<file path="src/rtl/vend_controller.sv">
// Vending machine controller: accepts quarters/dollars up to a credit ceiling, dispenses one of two
// items with a bounded wait for the dispenser, and pays out change one coin at a time.
module vend_controller #(
    parameter int unsigned PRICE1       = 4,
    parameter int unsigned PRICE2       = 6,
    parameter int unsigned MAX_CREDIT   = 8,
    parameter int unsigned VEND_TIMEOUT = 15
) (
    input  logic       clk_i,
    input  logic       rst_ni,
    input  logic       quarter_in_i,
    input  logic       dollar_in_i,
    input  logic [1:0] selection_i,
    input  logic       cancel_i,
    input  logic       vend_ack_i,
    input  logic       coin_ack_i,
    output logic [3:0] credit_o,
    output logic       vend_req_o,
    output logic [1:0] vend_item_o,
    output logic       coin_req_o,
    output logic       coin_type_o,
    output logic       coin_reject_o,
    output logic       busy_o
);

    localparam int unsigned TimerW = $clog2(VEND_TIMEOUT + 1);
    localparam logic [3:0] Price1 = 4'(PRICE1);
    localparam logic [3:0] Price2 = 4'(PRICE2);
    localparam logic [4:0] MaxCredit = 5'(MAX_CREDIT);
    localparam logic [TimerW-1:0] TimerLast = TimerW'(VEND_TIMEOUT - 1);

    typedef enum logic [1:0] {StAccept, StVend, StPayout} state_e;

    state_e            state_q, state_d;
    logic [3:0]        credit_q, credit_d;
    logic [1:0]        item_q, item_d;
    logic [TimerW-1:0] timer_q, timer_d;
    logic              reject_d;
    logic              vend_req_d, coin_req_d, coin_type_d, busy_d;
    logic [4:0]        credit_ext;
    logic [3:0]        item_price;
    logic              any_coin;

    assign credit_ext = {1'b0, credit_q};
    assign item_price = (item_q == 2'b10) ? Price2 : Price1;
    assign any_coin   = quarter_in_i | dollar_in_i;

    always_ff @(posedge clk_i) begin
        if (!rst_ni) begin
            state_q       <= StAccept;
            credit_q      <= '0;
            item_q        <= '0;
            timer_q       <= '0;
            vend_req_o    <= 1'b0;
            coin_req_o    <= 1'b0;
            coin_type_o   <= 1'b0;
            coin_reject_o <= 1'b0;
            busy_o        <= 1'b0;
        end else begin
            state_q       <= state_d;
            credit_q      <= credit_d;
            item_q        <= item_d;
            timer_q       <= timer_d;
            vend_req_o    <= vend_req_d;
            coin_req_o    <= coin_req_d;
            coin_type_o   <= coin_type_d;
            coin_reject_o <= reject_d;
            busy_o        <= busy_d;
        end
    end

    always_comb begin
        state_d  = state_q;
        credit_d = credit_q;
        item_d   = item_q;
        timer_d  = timer_q;
        reject_d = 1'b0;
        unique case (state_q)
            StAccept: begin
                if (any_coin) begin
                    // A simultaneous dollar is always refused; only the quarter is credited.
                    if (quarter_in_i) begin
                        if (credit_ext + 5'd1 <= MaxCredit) credit_d = credit_q + 4'd1;
                        else reject_d = 1'b1;
                        if (dollar_in_i) reject_d = 1'b1;
                    end else if (credit_ext + 5'd4 <= MaxCredit) begin
                        credit_d = credit_q + 4'd4;
                    end else begin
                        reject_d = 1'b1;
                    end
                end else if (selection_i == 2'b01 && credit_q >= Price1) begin
                    credit_d = credit_q - Price1;
                    item_d   = 2'b01;
                    timer_d  = '0;
                    state_d  = StVend;
                end else if (selection_i == 2'b10 && credit_q >= Price2) begin
                    credit_d = credit_q - Price2;
                    item_d   = 2'b10;
                    timer_d  = '0;
                    state_d  = StVend;
                end else if (cancel_i && credit_q != 4'd0) begin
                    state_d = StPayout;
                end
            end
            StVend: begin
                reject_d = any_coin;
                if (vend_ack_i) begin
                    state_d = (credit_q != 4'd0) ? StPayout : StAccept;
                end else if (timer_q == TimerLast) begin
                    // Dispenser never answered: refund the price and pay everything back.
                    credit_d = credit_q + item_price;
                    state_d  = StPayout;
                end else begin
                    timer_d = timer_q + 1'b1;
                end
            end
            StPayout: begin
                reject_d = any_coin;
                if (coin_ack_i) begin
                    credit_d = credit_q - (coin_type_o ? 4'd4 : 4'd1);
                    if (credit_d == 4'd0) state_d = StAccept;
                end
            end
            default: state_d = StAccept;
        endcase
    end

    always_comb begin
        vend_req_d  = (state_d == StVend);
        coin_req_d  = (state_d == StPayout);
        coin_type_d = coin_req_d && (credit_d >= 4'd4);
        busy_d      = (state_d != StAccept);
    end

    assign credit_o    = credit_q;
    assign vend_item_o = item_q;

endmodule

</file>
<file path="config.mk">
export PLATFORM = sky130hd
export DESIGN_NAME = vend_controller
export DESIGN_NICKNAME = d
export VERILOG_FILES = /design/src/rtl/vend_controller.sv
export SDC_FILE = /design/constraint.sdc
export NUM_CORES = 1
export LEC_CHECK = 0
export CAP_MARGIN = 20
export CORE_UTILIZATION = 60
export DETAILED_ROUTE_END_ITERATION = 12
export PLACE_DENSITY_LB_ADDON = 0.05
export SETUP_SLACK_MARGIN = 0.15
export SLEW_MARGIN = 25
export SYNTH_ARGS = -nofsm -noshare
export SYNTH_HDL_FRONTEND = slang
export SYNTH_SLANG_ARGS = --single-unit
</file>
<file path="constraint.sdc">
create_clock -name clk_i -period 3.81 [get_ports clk_i]
set_clock_uncertainty 0.15 [all_clocks]
set_input_delay 1.143 -clock clk_i [delete_from_list [all_inputs] [get_ports clk_i]]
set_output_delay 1.143 -clock clk_i [all_outputs]
set_load 0.02 [all_outputs]
</file>
==> results by group <==
Floorplan
  – Die W: roughly 53 um
  – Die Y-Extent: 53.2 um
  – Die ar.: 0.00283 mm^2
  – Core footprint: 0.00248 mm^2
  – Row cnt: 18
  – Initial core utilization: 0.635
  – I/O pin count: 20

Pwr
  – Net Sw Frac: 0.422
  – Peak VDD IR: 0.354 mV
  – Sequential power share: 0.341
  – Comb pwr share: 0.494
  – Power density over the cells: 362 mW/mm^2
  – Clk network pwr share: 0.166
  – Net switching power: 274 uW
  – Power Internal: between 300 and 400 uW
  – Leak pwr: 0.696 nW

Critical path
  – Crit path cell chain: clkdlybuf4s50_1 -> or3b_2 -> a2111oi_0 -> a311oi_1 -> o31ai_1 -> a2111oi_2
  – Slowest stage cell, crit path: clkdlybuf4s50_1
  – CP Max Fanout: 4
  – Crit path largest cell delay: 0.56 ns
  – Worst Path Required: 3.84 ns
  – Critical path data arrival time: 3.18 ns
  – Worst r2r src: credit_o[3]
  – Reg2Reg Capture Point: coin_type_o
  – CP Launch Type: input pin
  – CP Capture Type: flip-flop
  – R2r setup slk: 0.86 ns
  – Crit Path Category: in2reg
  – Buffers & Inverters on Critical Path: 1
  – CP Depth: 6
  – Reg2reg path depth: 7
  – CP top delay family: compound AO/OA/AOI/OAI gates

Cells and area
  – Fin cells: between 200 and 250
  – Register area: 340 um^2
  – # diodes: 0
  – Fill count: 203
  – Share of cells above drive strength 1: 0.0704
  – # nets final: 242
  – Layout Area Growth over Synthesis: 14.2%
  – Final core occ: 0.725
  – Area of the multi-input gates: 0.00111 mm^2

Place
  – Placed insts: 239
  – Buffers on Ports: 19
  – HPWL after detailed placement: 3.07 mm
  – Final Wtd Congestion: 0.928

Synth
  – YS warnings: 0
  – Seq/Total Area, Yosys: 0.216
  – Post-synthesis mux area share: 0.0334
  – Synthesized area: 0.00157 mm^2
  – Register bit count reported by yosys: 17
  – Mapped Avg Cell Area: 8.07 um^2
  – Post-Synthesis Cells: 195
  – Area leader, netlist: dfxtp_1
  – Largest family of logic cells by synthesized area: compound AO/OA/AOI/OAI gates
  – Count of flip-flops with a built-in enable after synthesis: 0
  – Post-Synth XOR/XNOR Area: 0.0223
  – Most area-consuming cells after synthesis: dfxtp_1 (22%), ha_1 (15%), a21oi_1 (4.8%), inv_1 (4.5%), o21ai_0 (4.1%)
  – Yosys cell types: 46
  – Area share of and/or/nand/nor cells after synthesis: 0.182
  – Share of the synthesized area in the top cell type: 0.216
  – Ys async rst share: 0
  – Mapped Nets: 223
  – Post-synth top cells: ha_1 (19), inv_1 (19), dfxtp_1 (17), nand2_1 (17), a21oi_1 (15)
  – Prevailing post-synth register cell: dfxtp_1
  – Compound-Gate Fraction of Synth Area: 0.317
  – Adder-Cell Fraction of Synth Area: 0.151

Route
  – Drt initial violations: 78
  – Final wirelength: 4.04 mm
  – Via/cell ratio: 6.52
  – Routed Antenna Nets: 0
  – WL/cell: roughly 17 um
  – DRC: 0
  – Vias: between 1500 and 2000
  – Drt first pass iters: 4

Clocking
  – Clock Tree Buf Depth: 2
  – Root buffer cell: clkbuf_4
  – Clk Latency, worst-skew pair: between 0.3 and 0.4 ns
  – Post_cts resized: 0
  – Total CTS buffers: 3
  – Htree depth: 1
  – Setup bufs post-CTS: 0
  – TritonCTS clock tree: yes
  – CTS sink count: 17
  – Cts hold-fix bufs: 0
  – Reg clk slew, reported paths: 0.11 ns

Worst hold path
  – Hold Path End: vend_item_o[0]
  – Worst Hold Launch: vend_item_o[0]
  – HP Class: reg2reg
  – WHS Path Cells: 2

STA
  – Final setup vio count: 0
  – Setup TNS: 0 ns
  – Worst slew pin tran: 0.495 ns
  – Slew margin rel.: 0.666
  – Final-report max-slew violation count: 0
  – Fmax: 0.318 GHz
  – Unrepaired setup endpoints after global routing: false
  – Fin crit share: 0.826
  – Period minus WS final: between 3 and 4 ns
  – Hold Violations, Final: 0

Global route
  – First-pass GRT wire length: roughly 6.3 mm
  – Total global-route track usage: 0.307
  – Initial antenna violation count: 0
  – Number of global-route vias before repair: 1367
  – GRT overflow: 0
  – Pin count of the biggest net entering global routing: 15

Job
  – Max Cap Violations: 0

Outcome
  – Outcome: complete, no violations
[layout by cell type, fill, tap and decap left out, types with 4 or more instances in the layout]
cell type | Yosys | routed
inv_1 | 19 | 19
ha_1 | 19 | 19
clkdlybuf4s50_1 | 0 | 19
nand2_1 | 17 | 17
dfxtp_1 | 17 | 17
a21oi_1 | 15 | 15
o21ai_0 | 13 | 13
nor2_1 | 11 | 11
nand3_1 | 6 | 6
a211oi_1 | 6 | 6
a31oi_1 | 5 | 5
nand2b_1 | 4 | 4
xnor2_1 | 4 | 4
nand3b_1 | 4 | 4
[kinds of logic after synthesis]
kind of cell,Yosys count
AO/OA/AOI/OAI,69
AND/OR/NAND/NOR,55
buffers and inverters,26
adder cells (fa/ha/maj),19
flip-flops,17
multiplexers,5
XOR/XNOR,4
[power by group through the flow]
stage	logic (mW)	clock network (mW)	registers (mW)
final	0.321	0.108	0.222
after floorplan	0.221	0	0.230
after global placement	0.306	0	0.223
after global routing	0.349	0.115	0.225
after CTS	0.317	0.109	0.221
after detailed placement	0.315	0	0.225
[per-layer routing]
layer / vias up / wire length, um / GRT usage
met3: 7 / 402 / 0.0546
li1: 761 / - / -
met2: 89 / 1810 / 0.473
met4: 0 / 42 / 0.0965
met1: 728 / 1790 / 0.426
met5: - / 0 / 0
[per-stage QoR]
stage                     worst slack (ns)  instance area [um^2]  total power [mW]  hold WS, ns
after floorplan                       1.05                  1570             0.450        0.330
after global routing                 0.623                  1800             0.689        0.351
after detailed placement             0.352                  1770             0.540        0.320
final                                0.662                  1800             0.650        0.339
after global placement               0.427                  1770             0.529        0.309
after CTS                            0.681                  1800             0.647        0.337
[how the worst max path moves through the flow]
stage                        start           to
floorplan           selection_i[1]  coin_type_o
global placement    selection_i[0]  coin_type_o
detailed placement  selection_i[0]  coin_type_o
CTS                 selection_i[0]  coin_type_o
global route        selection_i[0]  coin_type_o
finish              selection_i[0]  coin_type_o
[worst register-to-register path: cells and delay by family, from the launching register on]
family,cells,cell delay [ns]
AO/OA/AOI/OAI,4,0.96
adder cells (fa/ha/maj),1,0.31
buffers and inverters,1,0.29
flip-flops,1,0.62
AND/OR/NAND/NOR,1,0.50
[layout make-up]
class	instances	area share
multi-input cells	152	0.619
flip-flops and latches	17	0.190
repair buffers	21	0.114
inverters	19	0.0397
well taps	30	0.0209
clock buffers	3	0.0125
clock inverters	1	0.00418
(Power assumes the default switching activity.)
